## config.mk

```make
export PLATFORM = sky130hd
export DESIGN_NAME = spi_xfer_sequencer_flat
export DESIGN_NICKNAME = d
export VERILOG_FILES = /design/src/rtl/spi_xfer_sequencer_pkg.sv /design/src/rtl/spi_xfer_sequencer_if.sv /design/src/rtl/spi_xfer_sequencer_sync3.sv /design/src/rtl/spi_xfer_sequencer.sv /design/src/flat_wrapper.sv
export SDC_FILE = /design/constraint.sdc
export NUM_CORES = 1
export LEC_CHECK = 0
export BUFFER_PORTS_ARGS = -buffer_cell sky130_fd_sc_hd__buf_2
export CELL_PAD_IN_SITES_DETAIL_PLACEMENT = 2
export CELL_PAD_IN_SITES_GLOBAL_PLACEMENT = 2
export CORE_ASPECT_RATIO = 0.8
export CORE_MARGIN = 2
export CORE_UTILIZATION = 23
export CTS_CLUSTER_SIZE = 25
export DETAILED_ROUTE_END_ITERATION = 12
export PLACE_DENSITY_LB_ADDON = 0.1
export SLEW_MARGIN = 20
export SYNTH_ARGS = -nofsm -noshare
export SYNTH_HDL_FRONTEND = slang
export SYNTH_SLANG_ARGS = --single-unit
export TNS_END_PERCENT = 50
```

## constraint.sdc

```tcl
create_clock -name clk -period 2.8 [get_ports clk]
set_input_delay 0.42 -clock clk [delete_from_list [all_inputs] [get_ports clk]]
set_output_delay 0.42 -clock clk [all_outputs]
set_load 0.005 [all_outputs]
```

## src/rtl/spi_xfer_sequencer_pkg.sv

```systemverilog
// Shared types and constants for the SPI transfer sequencer and its neighbours.
package spi_xfer_sequencer_pkg;

    localparam int SPI_DATA_WIDTH = 32;

    typedef enum logic [2:0] {
        SEQ_IDLE  = 3'd0,
        SEQ_LOAD  = 3'd1,
        SEQ_START = 3'd2,
        SEQ_WAIT  = 3'd3,
        SEQ_STORE = 3'd4,
        SEQ_GAP   = 3'd5
    } seq_state_e;

    // Bundle seen by the shift-clock control block.
    typedef struct packed {
        logic                      shift_load;
        logic                      shift_start;
        logic [SPI_DATA_WIDTH-1:0] shift_tx_data;
    } sc_seq_t;

endpackage

```

## src/rtl/spi_xfer_sequencer_if.sv

```systemverilog
// FIFO and shifter handshake bundle; master = sequencer side, slave = FIFO/shifter side.
interface spi_xfer_sequencer_if
    import spi_xfer_sequencer_pkg::*;
#(
    parameter int DATA_W = SPI_DATA_WIDTH
);
    logic              tfifo_empty;
    logic [DATA_W-1:0] tfifo_rdata;
    logic              tfifo_rd;
    logic              rfifo_full;
    logic              rfifo_wr;
    logic [DATA_W-1:0] rfifo_wdata;
    logic              shift_load;
    logic [DATA_W-1:0] shift_tx_data;
    logic              shift_start;
    logic [DATA_W-1:0] shift_rx_data;
    logic              transfer_complete;

    modport master (
        input  tfifo_empty, tfifo_rdata, rfifo_full, shift_rx_data, transfer_complete,
        output tfifo_rd, rfifo_wr, rfifo_wdata, shift_load, shift_tx_data, shift_start
    );

    modport slave (
        output tfifo_empty, tfifo_rdata, rfifo_full, shift_rx_data, transfer_complete,
        input  tfifo_rd, rfifo_wr, rfifo_wdata, shift_load, shift_tx_data, shift_start
    );
endinterface

```

## src/rtl/spi_xfer_sequencer_sync3.sv

```systemverilog
// Three-flop synchronizer with rising-edge detect for a level from another clock domain.
module spi_xfer_sequencer_sync3 (
    input  logic clk,
    input  logic rst,
    input  logic clr,
    input  logic async_in,
    output logic rise
);
    logic sync_1;
    logic sync_2;
    logic sync_3;

    always_ff @(posedge clk or posedge rst) begin
        if (rst) begin
            sync_1 <= 1'b0;
            sync_2 <= 1'b0;
            sync_3 <= 1'b0;
        end else if (clr) begin
            sync_1 <= 1'b0;
            sync_2 <= 1'b0;
            sync_3 <= 1'b0;
        end else begin
            sync_1 <= async_in;
            sync_2 <= sync_1;
            sync_3 <= sync_2;
        end
    end

    assign rise = sync_2 & ~sync_3;
endmodule

```

## src/rtl/spi_xfer_sequencer.sv

```systemverilog
// Moves words between the TX/RX FIFOs and the SPI shifter, one frame at a time.
//   state | meaning
//   IDLE  | waiting for TX data (master) or a completed frame (slave)
//   LOAD  | pop TX word, load shifter, latch frame length
//   START | one-cycle start pulse to shift-clock control
//   WAIT  | frame in flight, timeout down-counter running
//   STORE | push RX word or flag overrun
//   GAP   | master inter-frame idle with ss_n high
module spi_xfer_sequencer
    import spi_xfer_sequencer_pkg::*;
#(
    parameter int DATA_W      = SPI_DATA_WIDTH,
    parameter int GAP_CYC     = 2,
    parameter int TIMEOUT_CYC = 4096
) (
    input  logic                 clk,
    input  logic                 rst,
    input  logic                 spie,
    input  logic                 mstr,
    input  logic                 talk,
    input  logic [4:0]           data_len,
    spi_xfer_sequencer_if.master bus,
    output logic                 ss_n,
    output logic                 busy,
    output logic                 rx_overrun,
    output logic                 timeout
);
    localparam int TMO_W = $clog2(TIMEOUT_CYC + 1);
    localparam int GAP_W = $clog2(GAP_CYC + 1);
    localparam logic [TMO_W-1:0] TMO_LOAD = TMO_W'(TIMEOUT_CYC - 1);
    localparam logic [GAP_W-1:0] GAP_LOAD = GAP_W'(GAP_CYC - 1);

    localparam logic [2:0] ST_IDLE  = SEQ_IDLE;
    localparam logic [2:0] ST_LOAD  = SEQ_LOAD;
    localparam logic [2:0] ST_START = SEQ_START;
    localparam logic [2:0] ST_WAIT  = SEQ_WAIT;
    localparam logic [2:0] ST_STORE = SEQ_STORE;
    localparam logic [2:0] ST_GAP   = SEQ_GAP;

    logic [2:0]       state_q;
    logic [2:0]       state_d;
    logic [4:0]       len_q;
    logic             mstr_q;
    logic [TMO_W-1:0] tmo_cnt_q;
    logic [GAP_W-1:0] gap_cnt_q;
    logic             done_edge;
    logic             in_load;
    logic             in_store;
    logic             tmo_hit;

    // Double shift keeps len=31 from overflowing the shift amount: all DATA_W bits survive.
    function automatic logic [DATA_W-1:0] len_mask(input logic [4:0] len);
        return ~(({DATA_W{1'b1}} << len) << 1);
    endfunction

    spi_xfer_sequencer_sync3 u_sync (
        .clk      (clk),
        .rst      (rst),
        .clr      (~spie),
        .async_in (bus.transfer_complete),
        .rise     (done_edge)
    );

    always_comb begin
        state_d = state_q;
        if (!spie) begin
            state_d = ST_IDLE;
        end else begin
            case (state_q)
                ST_IDLE: begin
                    if (mstr) begin
                        if (talk ? !bus.tfifo_empty : !bus.rfifo_full) state_d = ST_LOAD;
                    end else if (done_edge) begin
                        state_d = ST_STORE;
                    end
                end
                ST_LOAD:  state_d = ST_START;
                ST_START: state_d = ST_WAIT;
                ST_WAIT: begin
                    if (done_edge)             state_d = ST_STORE;
                    else if (tmo_cnt_q == '0)  state_d = ST_IDLE;
                end
                ST_STORE: state_d = mstr_q ? ST_GAP : ST_IDLE;
                ST_GAP:   if (gap_cnt_q == '0) state_d = ST_IDLE;
                default:  state_d = ST_IDLE;
            endcase
        end
    end

    // Length and mode are sampled up to the end of LOAD (mode only in IDLE), frozen for the frame.
    always_ff @(posedge clk or posedge rst) begin
        if (rst) begin
            state_q   <= ST_IDLE;
            len_q     <= '0;
            mstr_q    <= 1'b0;
            tmo_cnt_q <= '0;
            gap_cnt_q <= '0;
        end else begin
            state_q <= state_d;
            if (!spie) begin
                tmo_cnt_q <= '0;
                gap_cnt_q <= '0;
            end else begin
                if (state_q == ST_IDLE || state_q == ST_LOAD) len_q <= data_len;
                if (state_q == ST_IDLE) mstr_q <= mstr;
                if (state_q == ST_START)
                    tmo_cnt_q <= TMO_LOAD;
                else if (state_q == ST_WAIT && tmo_cnt_q != '0)
                    tmo_cnt_q <= tmo_cnt_q - TMO_W'(1);
                if (state_q == ST_STORE)
                    gap_cnt_q <= GAP_LOAD;
                else if (state_q == ST_GAP && gap_cnt_q != '0)
                    gap_cnt_q <= gap_cnt_q - GAP_W'(1);
            end
        end
    end

    assign in_load  = spie && (state_q == ST_LOAD);
    assign in_store = spie && (state_q == ST_STORE);
    assign tmo_hit  = spie && (state_q == ST_WAIT) && !done_edge && (tmo_cnt_q == '0);

    assign bus.shift_load    = in_load;
    assign bus.tfifo_rd      = in_load && talk;
    assign bus.shift_tx_data = (in_load && talk) ? (bus.tfifo_rdata & len_mask(data_len)) : '0;
    assign bus.shift_start   = spie && (state_q == ST_START);
    assign bus.rfifo_wr      = in_store && !bus.rfifo_full;
    assign bus.rfifo_wdata   = (in_store && !bus.rfifo_full) ?
                               (bus.shift_rx_data & len_mask(len_q)) : '0;

    assign rx_overrun = in_store && bus.rfifo_full;
    assign timeout    = tmo_hit;
    assign busy       = (state_q != ST_IDLE);
    assign ss_n       = !(spie && !tmo_hit &&
                          (state_q == ST_LOAD || state_q == ST_START || state_q == ST_WAIT));
endmodule

```

## src/flat_wrapper.sv

```systemverilog
// flat-port wrapper written by rule: the top's interface ports become plain ports
module spi_xfer_sequencer_flat import spi_xfer_sequencer_pkg::*;
#(
    parameter int DATA_W      = SPI_DATA_WIDTH,
    parameter int GAP_CYC     = 2,
    parameter int TIMEOUT_CYC = 4096
)
  (clk, rst, spie, mstr, talk, data_len, ss_n, busy, rx_overrun, timeout, bus_tfifo_empty, bus_tfifo_rdata, bus_rfifo_full, bus_shift_rx_data, bus_transfer_complete, bus_tfifo_rd, bus_rfifo_wr, bus_rfifo_wdata, bus_shift_load, bus_shift_tx_data, bus_shift_start);
  spi_xfer_sequencer_if #(.DATA_W(DATA_W)) bus_i ();
  input  logic clk;
  input  logic rst;
  input  logic spie;
  input  logic mstr;
  input  logic talk;
  input  logic [4:0] data_len;
  output logic ss_n;
  output logic busy;
  output logic rx_overrun;
  output logic timeout;
  input wire logic [$bits(bus_i.tfifo_empty)-1:0] bus_tfifo_empty;
  input wire logic [$bits(bus_i.tfifo_rdata)-1:0] bus_tfifo_rdata;
  input wire logic [$bits(bus_i.rfifo_full)-1:0] bus_rfifo_full;
  input wire logic [$bits(bus_i.shift_rx_data)-1:0] bus_shift_rx_data;
  input wire logic [$bits(bus_i.transfer_complete)-1:0] bus_transfer_complete;
  output wire logic [$bits(bus_i.tfifo_rd)-1:0] bus_tfifo_rd;
  output wire logic [$bits(bus_i.rfifo_wr)-1:0] bus_rfifo_wr;
  output wire logic [$bits(bus_i.rfifo_wdata)-1:0] bus_rfifo_wdata;
  output wire logic [$bits(bus_i.shift_load)-1:0] bus_shift_load;
  output wire logic [$bits(bus_i.shift_tx_data)-1:0] bus_shift_tx_data;
  output wire logic [$bits(bus_i.shift_start)-1:0] bus_shift_start;
  assign bus_i.tfifo_empty = bus_tfifo_empty;
  assign bus_i.tfifo_rdata = bus_tfifo_rdata;
  assign bus_i.rfifo_full = bus_rfifo_full;
  assign bus_i.shift_rx_data = bus_shift_rx_data;
  assign bus_i.transfer_complete = bus_transfer_complete;
  assign bus_tfifo_rd = bus_i.tfifo_rd;
  assign bus_rfifo_wr = bus_i.rfifo_wr;
  assign bus_rfifo_wdata = bus_i.rfifo_wdata;
  assign bus_shift_load = bus_i.shift_load;
  assign bus_shift_tx_data = bus_i.shift_tx_data;
  assign bus_shift_start = bus_i.shift_start;
  spi_xfer_sequencer #(.DATA_W(DATA_W), .GAP_CYC(GAP_CYC), .TIMEOUT_CYC(TIMEOUT_CYC)) u_core (.clk(clk), .rst(rst), .spie(spie), .mstr(mstr), .talk(talk), .data_len(data_len), .bus(bus_i), .ss_n(ss_n), .busy(busy), .rx_overrun(rx_overrun), .timeout(timeout));
endmodule
```

* Yosys cells after proc, flatten, opt, wreduce, memory -nomap -nowiden
Index checks and enable logic that the tools add are counted.
W data, S select, Z words.
** Cells by class
- Shifts and indexed selects :: 2
- $add $sub $neg :: 2
- Mux-type cells :: 21
- Bitwise logic cells :: 6
- Reduce and logical (&&, ||, !) cells :: 30
- Equality and inequality tests :: 11
** Operators by type and width (number)
- $and A32 B32 Y32 :: 2
- $mux W32 :: 2
- $not A32 Y32 :: 2
- $shl A32 B5 Y31 const A :: 2
- $mux W13 :: 3
- $mux W3 :: 8
- $pmux W3 S6 :: 1
- $logic_and A1 B1 Y1 :: 13
- $logic_not A13 Y1 :: 1
- $reduce_bool A13 Y1 :: 1
- $sub A13 B1 Y13 const B :: 1
- $ne A4 B3 Y1 const B :: 3
- $eq A3 B2 Y1 const B :: 2
- $eq A3 B3 Y1 const B :: 2
- $mux W2 :: 3
- $ne A3 B1 Y1 const B :: 2
- $logic_not A1 Y1 :: 5
- $mux W1 :: 4
- $reduce_and A2 Y1 :: 2
- $reduce_and A4 Y1 :: 1
- $eq A3 B1 Y1 const B :: 1
- $logic_not A3 Y1 :: 1
- $logic_or A1 B1 Y1 :: 3
- $ne A3 B2 Y1 const B :: 1
- other kinds (6) :: 6
** Storage, ports and cells
- Word-level logic and storage cells :: 80
- Flip-flop bits (word level) :: 27

* Longest topological paths before layout
Gate-level depths: netlist of run 1.
- Word-level depth :: 9
- Depth in mapped cells :: 7
- Depth with buffers taken out :: 6

* Hierarchy
From an unflattened synthesis of run 1, not the netlist that was laid out.
** Unflattened totals
- Cell total of the unflattened synthesis :: 334
- Area, all modules :: 2486.1 um^2
** By module, submodules not included
- spi_xfer_sequencer :: seq. area each 600.6 um^2, cells each 326, area an instance 2379.8 um^2, instances 1
- spi_xfer_sequencer_sync3 :: seq. area each 75.1 um^2, cells each 8, area an instance 106.4 um^2, instances 1

* Worst setup path after synthesis of run 1
OpenSTA, ideal clock, no wires.
- Kind :: reg2out
- Start point :: reg u_core.state_q[2]
- End point :: out bus_rfifo_wdata[29]
- Data arrival time :: 1.608 ns
- Path slack :: 0.772 ns
- Stages on the path, launching flop included :: 7
- Required time :: 2.380 ns
- Path buffers :: 2
- Cell sequence :: dfrtp_1 > clkbuf_1 > nand2_1 > nor4b_1 > clkbuf_1 > nand3_1 > nor2_1
** On the way
- Longest elaborated chain between the ends :: 4
** Ends and longest elaborated chain
- start: declaration :: RTL line spi_xfer_sequencer.sv:40 : logic [2:0] state_q;
- start signal: assignment :: RTL line spi_xfer_sequencer.sv:99 : state_q <= state_d;
- $eq A3 B3 Y1 :: RTL line spi_xfer_sequencer.sv:119 : assign in_store = spie && (state_q == ST_STORE);
- $logic_and A1 B1 Y1 :: RTL line spi_xfer_sequencer.sv:119
- $logic_and A1 B1 Y1 :: RTL line spi_xfer_sequencer.sv:127 : assign bus.rfifo_wdata = (in_store && !bus.rfifo_full) ?
- $mux W32 :: RTL line spi_xfer_sequencer.sv:127
- end: declaration :: RTL line flat_wrapper.sv:27 : output wire logic [$bits(bus_i.rfifo_wdata)-1:0] bus_rfifo_wdata;
Every way passes these cells.

* Final worst setup path of run 1
- Start point :: reg u_core.state_q[0]
- End point :: out bus_shift_tx_data[4]
** On the way
- Longest elaborated chain between the ends :: 4
** Ends and longest elaborated chain
- $eq A3 B1 Y1 :: RTL line spi_xfer_sequencer.sv:118 : assign in_load = spie && (state_q == ST_LOAD);
- $logic_and A1 B1 Y1 :: RTL line spi_xfer_sequencer.sv:118
- $logic_and A1 B1 Y1 :: RTL line spi_xfer_sequencer.sv:124 : assign bus.shift_tx_data = (in_load && talk) ? (bus.tfifo_rdata & len_mask(data_len)) : '0;
- $mux W32 :: RTL line spi_xfer_sequencer.sv:124
- end: declaration :: RTL line flat_wrapper.sv:29 : output wire logic [$bits(bus_i.shift_tx_data)-1:0] bus_shift_tx_data;
Every way passes these cells.

==> reports/summary.md, run 1 <==
The flow ran to the end, and the final reports show no timing, DRC or antenna violations. The run gives 23.8% as the initial cell density of the core. Of all cell types, the one taking the most synthesized area is sky130_fd_sc_hd__dfrtp_1. In the layout the commonest cells are 148 x sky130_fd_sc_hd__buf_2, 27 x sky130_fd_sc_hd__dfrtp_1, 24 x sky130_fd_sc_hd__nand2_1, 22 x sky130_fd_sc_hd__nor2_1, 17 x sky130_fd_sc_hd__and3_1. The count of maximum capacitance violations is 0. Setup slack on the worst reg-to-reg path comes out at 510 ps. The number of primary I/O pins came out at 149. The floorplan step set the die width to 120 um. For the worst setup path, the data required time is 2380 ps. The leakage component of the power was 0.00190 uW; the average cell area after synthesis was 7.96 um2.

TritonCTS built the clock tree. Of the cells placed in the final design, the portion with a size suffix greater than 1 is 41.8%. The floorplan step set the die height to 96.5 um. After synthesis, flip-flops and latches occupy 27.5% of the total area. Global routing used 18.7% of the available tracks across all layers.

The number of iterations in the first detailed-routing pass came out at 4. The worst pin sits at a relative slew slack of 52.8%. Count of flip-flops with a built-in enable after synthesis: 0. In this run the worst hold path is classified as in -> async. The library cell used most frequently in the layout, excluding fill and tap cells, is sky130_fd_sc_hd__buf_2.

The routed design could run at a clock period as short as 2530 ps. Of all flip-flops after synthesis, the portion carrying an async set or reset was 100%. The cell area that synthesis handed to floorplanning was 2460 um2. Clock tree synthesis inserted a total of 3 buffers. In this run, synthesis produced a sequential element count of 27. Port buffering added 148 buffers.

The total power divided by cell area is 475 nW/um2, and the area growth from synthesis to layout is 40.4%. The total overflow left after global routing is 0. The clock root buffer master is sky130_fd_sc_hd__clkbuf_16. The die covers 11500 um2. After synthesis, the netlist uses 57 different library cells. The tools report the setup violation total in the final timing report as 0. For the pin with the worst max-slew slack, the measured transition is 707 ps. The number of buffers added for setup after CTS is 0. For the worst setup path, the data arrival time is 2110 ps. Counting along the longest clock path gives a buffer depth of 2. Clock latency on the worst-skew pair, taken at its later pin, is 270 ps. The initialized floorplan defines 33 standard-cell rows.

Counting every net in the synthesized netlist gives 389. For the final hold violation count, the log shows 0. The worst setup path is captured at an output pin. The first global-routing pass estimated 17.1 mm of wire. The core region is 10300 um2.

The logs give 0 for the initial antenna violation count and 27 for the number of clock sinks. Dividing the detail-routed wire length by the instance count gives 18.5 um. For this block, the via count after detailed routing is 2979. In this run, post-CTS repair resized a total of 0 instances. Sort of element at the start of the critical path: a register.

The critical path in this run is classified as reg -> out. The final critical path takes up 90.2% of the cycle. The placer's final routability congestion estimate came out at 0.771. In this run the worst path has a maximum fanout of 13. The via count of the first global-routing pass is 3049, and the maximum clock rate is 396 MHz.

After clock tree synthesis, the clock-pin slew on the worst setup and hold paths is 80 ps. Dividing the detail-routed via count by the number of cells gives 5.07. Ranked by total cell area, the synthesized netlist is headed by sky130_fd_sc_hd__dfrtp_1 27%, sky130_fd_sc_hd__o211a_1 5.3%, sky130_fd_sc_hd__and3_1 4.3%. The final routed DRC violation total is 0.

The detail route stage leaves a number of antenna-violating nets equal to 0. Synthesis produced 309 cells. The final design utilization came out at 33.5%. Setup repair after global routing left no endpoint under its margin.

The portion of synthesized cell area occupied by the leading cell type came out at 27.5%. After the last flow step, the layout net total stands at 528. The first routing iteration left 96 violations.

The wire-length estimate of the detail-placed layout is 8.59 mm. The run gives 0 as the final max-slew violation count. The number of hold buffers added after cts was 0. The logs give 0 for the number of diodes and 0 ps for the final total negative setup slack.

Yosys printed 0 warnings. The final worst clock skew is 5.17 ps. The final layout contains routed wiring with a total length of 10.9 mm. Entering global routing, the biggest net connects 28 pins. For the deepest level of the CTS H-tree, the log shows 1.

IR analysis of the VDD net gives a maximum drop of 257 uV. After filler insertion, the fill cell instance count of the layout stands at 1263. The dominant synthesized flop cell is sky130_fd_sc_hd__dfrtp_1.
-- critical path, cell delays in order, from the launching register on --
cell and delay (ps):
sky130_fd_sc_hd__dfrtp_1 570, sky130_fd_sc_hd__nor4bb_1 380, sky130_fd_sc_hd__buf_4 190, sky130_fd_sc_hd__nand2_1 190, sky130_fd_sc_hd__clkinv_1 220, sky130_fd_sc_hd__o311a_1 180, sky130_fd_sc_hd__buf_2 110
-- metrics by stage --
step	power, uW	setup slack [ps]	hold slack [ps]	instance area, um2	instances
3_5_place_dp	1300	510	491	3370	583
4_1_cts	1650	227	234	3450	587
3_3_place_gp	1280	557	487	3370	583
2_1_floorplan	1040	772	434	2460	309
5_1_grt	1760	45.2	265	3450	587
6_report	1640	274	218	3450	587
-- area by class of cell --
type / instances / area, um2 / share of cell area [%]
inverters: 13 / 48.8 / 1.41
multi-input cells: 242 / 1640 / 47.4
repair buffers: 161 / 838 / 24.3
flip-flops and latches: 27 / 676 / 19.6
clock buffers: 4 / 78.8 / 2.28
well taps: 140 / 175 / 5.07
-- routing by layer --
metal | wire length, um | track usage, % | up-vias
met2 | 5450 | 34.9 | 72
met4 | 98 | 2.84 | 0
met5 | 0 | 0 | -
met3 | 427 | 2.99 | 8
met1 | 4900 | 23.3 | 1466
li1 | - | - | 1433
-- synthesized netlist by cell type, drive strengths merged (3+ instances only) --
master and instances:
a21o 3, a21oi 14, a31oi 8, a41o 3, and2 12, and3 17
clkbuf 26, dfrtp 27, ha 3, inv 12, mux2 6, mux2i 3
nand2 24, nand2b 6, nand3 10, nor2 22, nor3 14, nor3b 7
nor4 4, o211a 13, o21a 3, o21ai 16, o311a 8, o31ai 3
or2 4, or3 4
-- where the power goes --
group / switching [uW] / internal, uW / total (uW)
Combinational: 364 / 314 / 678
Clock: 154 / 196 / 350
Sequential: 154 / 457 / 611
Total: 672 / 967 / 1640
-- cells by family after synthesis --
family          Yosys count  share of synthesized area [%]
mux                       9                           3.97
flops                    27                           27.5
buf+inv                  40                           6.26
fa+ha+maj                 3                           1.53
simple gates            139                           32.6
compound gates           91                           28.2
-- flip-flops by register name (all words and copies together), names as in the netlist --
register              cells
u_core.tmo_cnt_q         13
u_core.len_q              5
u_core.state_q            3
u_core.gap_cnt_q          2
u_core.mstr_q             1
u_core.u_sync.sync_1      1
u_core.u_sync.sync_2      1
u_core.u_sync.sync_3      1
-- path summary, 6_finish.rpt --
check                      cells after the start                   end                  start
max in group asynchronous                      3   u_core.gap_cnt_q[1]                    rst
setup / recovery                               6  bus_shift_tx_data[4]      u_core.state_q[0]
setup reg to reg                               7   u_core.tmo_cnt_q[2]    u_core.tmo_cnt_q[0]
hold / removal                                 3   u_core.tmo_cnt_q[4]                    rst
hold reg to reg                                1  u_core.u_sync.sync_3   u_core.u_sync.sync_2
min in group clk                               2  u_core.u_sync.sync_1  bus_transfer_complete
No activity file was read; power rests on OpenSTA's default activity.
==> inputs of run 2 (changes only) <==
MAX_ROUTING_LAYER = met4   (was not set)
==> run 2 against run 1 <==
Maximum frequency about the same. Sequential power hardly changed. Sequential cell count stayed put. Clock skew decreased by 2.7 ps. Sequential share of layout area unchanged. Routed wire length fell by 0.35%. Worst hold slack about the same. First-iteration DRC count up 3.1%. Final cell count is the same. Critical endpoint unchanged. Combinational power about the same. Critical path depth unchanged. Register-to-register slack about the same.
==> reports/summary.md, run 2 (same netlist as run 1, synthesis figures left out) <==
The flow ran to the end, and the final reports show no timing, DRC or antenna violations. Register clock-pin slew on the reported worst setup and hold paths: 70 ps (about the same). The kind of cell adding the most delay to the critical path was simple AND/OR/NAND/NOR gates. The number of hold buffers added after cts was 0 (unchanged). The logs give 967 uW (about the same) for the internal power contribution and 1 (unchanged) for the deepest level of the CTS H-tree. The half-perimeter wire length after placement was 8.59 mm (unchanged); the worst stage delay on the critical path was 570 ps (about the same). The number of clock sinks is 27 (unchanged). The standard cell area after detailed placement is 3370 um2 (unchanged), and the flip-flop count of the largest register after layout is 13 (unchanged). The final worst clock skew is 2.43 ps (-2.73 ps), and the number of cell instances on the worst register-to-register path is 7 (unchanged).

The logs give 4 (unchanged) for the number of iterations in the first detailed-routing pass and 270 ps (about the same) for the clock latency of the later-clocked register in the worst-skew pair. For this design, the slowest cell found on the critical path is sky130_fd_sc_hd__dfrtp_1. The tools report the combinational group share of total power as 41.5% (about the same). For the number of buffers added for setup after CTS, the log shows 0 (unchanged).

The tools report the initial DRC count as 99 (+3.1%). STA classifies the critical path startpoint as a register. The number of primary I/O pins is 149 (unchanged), and the final wirelength is 10.8 mm (-0.35%).

Setup violation total in the final timing report: 0 (unchanged). The via count of the first global-routing pass is 3052 (+0.098%). Largest net degree at the start of global routing: 28 (unchanged).

The startpoint identified for the worst register-to-register timing path is u_core.tmo_cnt_q[0]. The total design power was 1630 uW (-0.34%). The actual slew at the worst max-slew pin was 709 ps (+1.50 ps); the total core area was 10300 um2 (unchanged).

The root buffer cell chosen for the clock tree is sky130_fd_sc_hd__clkbuf_16. The tools report the leakage component of the power as 0.00190 uW (unchanged). For the count of maximum capacitance violations, the log shows 0 (unchanged). Maximum count of clock buffers along a single path: 2 (unchanged).

The type of the most critical hold path is in -> async. Via count: 2970 (-0.30%). The number of buffers created by CTS is 3 (unchanged), and the register-to-register path setup slack is 510 ps (about the same). The total power divided by cell area came out at 473 nW/um2 (-0.34%). The share of power burned in registers is 37.4% (about the same).

The number of diodes was 0 (unchanged); the routed length per instance was 18.5 um (-0.35%). The tools report the total overflow reported by the global router as 0 (unchanged). The final critical delay including setup and external delays was 2530 ps (+0.907 ps); the post-route fraction of the period consumed by the critical path was 90.3% (about the same). The area growth from synthesis to layout came out at 40.4% (unchanged). Setup repair after global routing left no endpoint under its margin. The die boundary height is 96.5 um (unchanged). The run gives 21.1% (-0.2 points) as the proportion of power drawn by the clock network.

The worst hold slack after final layout was 218 ps (-0.487 ps). The worst register-to-register path ends at u_core.tmo_cnt_q[2]. Walking the worst path, the cells encountered are nor4bb_1, buf_4, nand2_1, clkinv_1, o311a_1, buf_2.

The number of filler cells placed in the layout is 1263 (unchanged). In this run the worst setup path begins at u_core.state_q[0]. The placer's final routability congestion estimate was 0.781 (+1.3%); the signal arrival time at the worst endpoint was 2110 ps (about the same). Average via count per standard cell: 5.06 (-0.30%). The required time of the critical path is 2380 ps (about the same), and the die width is 120 um (unchanged). The register name with the most flops is u_core.tmo_cnt_q.

The final antenna-violating net count was 0 (unchanged). The worst slew margin relative to its limit is 52.7% (-0.10 points), and the final hold violation count is 0 (unchanged). The tools report the initial cell density of the core as 23.8% (unchanged). The final routed DRC violation total is 0 (unchanged), and the worst path buffer plus inverter count is 3 (unchanged).

The die area was 11500 um2 (unchanged). The tools report the initial antenna violation count as 0 (unchanged). The top cell types in the final layout, fill and taps aside, are 148 x sky130_fd_sc_hd__buf_2, 27 x sky130_fd_sc_hd__dfrtp_1, 24 x sky130_fd_sc_hd__nand2_1, 22 x sky130_fd_sc_hd__nor2_1, 17 x sky130_fd_sc_hd__and3_1. The number of buffer cells added on primary ports was 148 (unchanged). The number of nets at the end of the flow came out at 528 (unchanged). The final max-slew violation count was 0 (unchanged). The reported net switching power came out at 666 uW (-0.81%). Maximum clock rate: 396 MHz (about the same). The worst ir drop on vdd was 255 uV (-0.99%); the wire length of the first global-routing pass was 17.1 mm (-0.20%). The net switching share of the total power works out to 40.8% (-0.19 points). The critical path is of the reg -> out type. The overall global routing resource usage was 19.2% (+0.52 points). The largest registers in the layout are u_core.tmo_cnt_q x13, u_core.len_q x5, u_core.state_q x3.

The biggest fanout along the worst timing path came out at 13 (unchanged). The worst setup path is captured at an output pin. The tools report the total non-filler cell area in the finished layout as 3450 um2 (unchanged). The library cell used most frequently in the layout, excluding fill and tap cells, is sky130_fd_sc_hd__buf_2. The layout cell share with drive strength beyond 1 is 41.8% (unchanged).

TritonCTS built the clock tree. The number of rows in the core area is 33 (unchanged). For the final total negative setup slack, the log shows 0 ps (unchanged). The number of gates given a new drive strength after cts was 0 (unchanged).
## run 2: cell counts in the layout (fill, tap and decap cells not counted)
Identical to the previous run, type by type.
## run 2: power groups by stage
stage / Combinational, uW / Sequential [uW] / Clock [uW]
after floorplan: 505 / 531 / 0
after global placement: 668 / 613 / 0
after CTS: 685 / 612 / 358
after detailed placement: 679 / 619 / 0
after global routing: 756 / 630 / 369
final: 678 / 611 / 344
## run 2: routing by layer
metal	wire, um	track usage, %	share of wire (%)
met1	4880	23.3	45
met2	5450	34.9	50
met5	0	-	0
met4	99	2.84	0.91
met3	421	2.88	3.9
## run 2: worst min-delay path, stage by stage
cell                    delay (ps)
sky130_fd_sc_hd__buf_2         100
sky130_fd_sc_hd__inv_1          40
sky130_fd_sc_hd__buf_4         340
## run 2: per-stage QoR
step                      cells  setup WS (ps)  utilization (%)
after floorplan             309            772                -
after global placement      583            557             32.7
after detailed placement    583            510             32.7
after CTS                   587            227             33.5
after global routing        587           45.2             33.5
final                       587            273             33.5
## run 2: layout make-up
cell class	instances	area, um2	share of cell area [%]
timing repair buffer	161	838	24.3
multi-input combinational	242	1640	47.4
sequential	27	676	19.6
inverter	13	48.8	1.41
clock buffer	4	78.8	2.28
tap	140	175	5.07
## run 2: how the worst max path moves through the flow
stage,to,cells after the start
2_1_floorplan,bus_rfifo_wdata[29],6
3_3_place_gp,bus_shift_tx_data[4],6
3_5_place_dp,u_core.tmo_cnt_q[2],7
4_1_cts,bus_shift_tx_data[4],6
5_1_grt,bus_shift_tx_data[31],5
6_report,bus_shift_tx_data[4],6
==> inputs of run 3 (changes only) <==
CORE_UTILIZATION = 24   (was 23)
clock period = 3.3 ns   (was 2.8 ns; I/O delays follow)
==> run 3 against run 2 <==
Clock power is 19% lower. First-iteration DRC count rose by 9.1%. Non-clock buffer count down 7. Worst hold slack improved by 66 ps. Combinational power decreased by 19%. Critical endpoint is now bus_shift_tx_data[30]. Largest cell class unchanged. Highest routed layer unchanged.
==> reports/summary.md, run 3 (same netlist as run 1, synthesis figures left out) <==
The flow ran to the end, and the final reports show no timing, DRC or antenna violations. The routed length per instance came out at 18.3 um (-0.71%). The number of buffer cells added on primary ports was 148 (unchanged). The tools report the reported net switching power as 551 uW (-17%). The cell sitting at the root of the clock tree is a sky130_fd_sc_hd__clkbuf_16. For the number of clock sinks, the log shows 27 (unchanged). The overall global routing resource usage was 19.3% (+0.11 points). The cell with the biggest individual delay on the critical path is sky130_fd_sc_hd__nor4bb_2.

In the layout the commonest cells are 148 x sky130_fd_sc_hd__buf_2, 27 x sky130_fd_sc_hd__dfrtp_1, 24 x sky130_fd_sc_hd__nand2_1, 22 x sky130_fd_sc_hd__nor2_1, 17 x sky130_fd_sc_hd__and3_1. The number of hold buffers added after cts came out at 0 (unchanged). The number of rows in the core area came out at 33 (unchanged).

The worst setup path is launched from a register. The logs give 580 (-1.2%) for the final standard cell count with taps included and fillers excluded and 0 (unchanged) for the final antenna-violating net count. The initial cell density of the core was 24.3% (+0.49 points); the final total negative setup slack was 0 ps (unchanged). The tools report the total core area as 10100 um2 (-2.0%).

The final worst clock skew was 2.05 ps (-0.383 ps). Worst setup path category: reg -> out. Setup repair after global routing left no endpoint under its margin. The run gives 16.4 mm (-4.2%) as the wire length of the first global-routing pass.

The biggest fanout along the worst timing path was 12 (-1). The register name with the most flops is u_core.tmo_cnt_q. For the maximum count of clock buffers along a single path, the log shows 2 (unchanged). The deepest level of the CTS H-tree came out at 1 (unchanged).

The critical path goes through nor4bb_2, nand3_1, nor3_1, buf_2. The total power divided by cell area came out at 397 nW/um2 (-16%). The signal arrival time at the worst endpoint was 2270 ps (+160 ps).

The share of power burned in registers was 38.7% (+1.3 points); the flip-flop count of the largest register after layout was 13 (unchanged). The run gives 40.7% (-0.8 points) as the combinational group share of total power. For the count of maximum capacitance violations, the log shows 0 (unchanged).

The worst stage delay on the critical path was 610 ps (+40 ps); the final wirelength was 10.6 mm (-1.9%). Type of the most critical hold path: in -> async. The placed instance count was 576 (-1.2%). The startpoint of the lowest-slack register-to-register path was u_core.state_q[1]. The number of cell instances on the worst register-to-register path was 4 (-3); the proportion of power drawn by the clock network was 20.7% (-0.4 points). The number of buffers created by CTS is 3 (unchanged), and the maximum clock rate is 361 MHz.

The setup violation total in the final timing report was 0 (unchanged). STA classifies the critical path endpoint as an output pin. The final max-slew violation count came out at 0 (unchanged). The net switching share of the total power is 40.7% (-0.052 points), and the number of nets at the end of the flow is 521 (-1.3%). For the register-to-register path setup slack, the log shows 950 ps (+440 ps). The die boundary height is 94.6 um (-2.0%).

Clock latency of the later-clocked register in the worst-skew pair: 260 ps (about the same). The number of primary I/O pins was 149 (unchanged); the post-route fraction of the period consumed by the critical path was 83.9%. The layout cell share with drive strength beyond 1 is 41.4% (-0.47 points). The run gives 28 (unchanged) as the largest net degree at the start of global routing.

The run gives 2800 ps (+420 ps) as the required time of the critical path. The final critical delay including setup and external delays was 2770 ps; the leakage component of the power was 0.00187 uW (-1.6%). For the via count, the log shows 2898 (-2.4%). The die area was 11100 um2 (-4.0%); the area growth from synthesis to layout was 38.6%. The endpoint identified for the worst register-to-register timing path is u_core.tmo_cnt_q[2].

The final routed DRC violation total is 0 (unchanged). The worst slew margin relative to its limit was 47.7% (-5.1 points); the register clock-pin slew on the reported worst setup and hold paths was 70 ps (about the same). For the number of buffers added for setup after CTS, the log shows 0 (unchanged). For the internal power contribution, the log shows 801 uW (-17%).

The run gives 0 (unchanged) as the total overflow reported by the global router. The run gives 108 (+9.1%) as the initial DRC count. The initial antenna violation count is 0 (unchanged). Placer's final routability congestion estimate: 0.813 (+4.0%).

The tools report the final hold violation count as 0 (unchanged). The most common cell after layout, fill and taps aside was sky130_fd_sc_hd__buf_2. The die width was 117 um (-2.0%); the number of diodes was 0 (unchanged). Half-perimeter wire length after placement: 8.35 mm (-2.7%).

Actual slew at the worst max-slew pin: 785 ps (+76.1 ps). The number of iterations in the first detailed-routing pass is 4 (unchanged). TritonCTS built the clock tree. The via count of the first global-routing pass came out at 2918 (-4.4%). The average via count per standard cell came out at 5.00 (-1.2%). In the final layout, the registers with the most flip-flops are u_core.tmo_cnt_q x13, u_core.len_q x5, u_core.state_q x3. The worst ir drop on vdd is 293 uV (+15%).
[run 3: layout make-up]
type | instances | area (um2)
clock buffers | 3 | 75.1
flip-flops and latches | 27 | 676
fillers | 1213 | 6710
inverters | 13 | 48.8
clock inverters | 1 | 5.00
well taps | 140 | 175
repair buffers | 154 | 786
multi-input cells | 242 | 1640
[run 3: worst max path at each step]
| stage | slack, ps | endpoint | start |
|---|---|---|---|
| after floorplan | 1200 | bus_rfifo_wdata[29] | u_core.state_q[2] |
| after global placement | 560 | bus_shift_tx_data[3] | spie |
| after detailed placement | 410 | bus_shift_tx_data[3] | spie |
| after CTS | 200 | bus_shift_tx_data[3] | u_core.state_q[1] |
| after global routing | 290 | bus_shift_tx_data[30] | u_core.state_q[1] |
| final | 530 | bus_shift_tx_data[30] | u_core.state_q[2] |
[run 3: through the flow]
step                hold WS (ps)  setup WS [ps]  total power [uW]  util [%]  area [um2]
floorplan                    434           1200               879         -        2460
global placement             446            562              1060      32.8        3320
detailed placement           450            406              1080      32.8        3320
CTS                          305            196              1370      33.6        3400
global route                 324            288              1460      33.7        3410
finish                       284            531              1350      33.7        3410
[run 3: routing by layer]
| layer | wire [um] | share of wire [%] | track usage (%) | vias to the layer above |
|---|---|---|---|---|
| met3 | 396 | 3.7 | 2.05 | 6 |
| met1 | 5170 | 49 | 26.7 | 1393 |
| met4 | 74 | 0.70 | 1.67 | 0 |
| li1 | - | - | - | 1427 |
| met2 | 4990 | 47 | 31.7 | 72 |
| met5 | 0 | 0 | - | - |
[run 3: power groups by stage]
stage	clock (uW)	combinational (uW)	sequential (uW)
2_1_floorplan	0	428	450
3_3_place_gp	0	539	520
3_5_place_dp	0	551	526
4_1_cts	293	555	519
5_1_grt	303	620	539
6_report	279	550	523
[run 3: timing repair]
item / in CTS / in global routing
endpoints found under the hold margin: 0 / 0
gates resized for setup: 0 / 1
endpoints found under the setup margin: 0 / 9
[run 3: worst max-delay path, delay by kind of cell (launching register included)]
kind          cells  cell delay, ps
flops             1             540
buf+inv           1             160
simple gates      3            1320
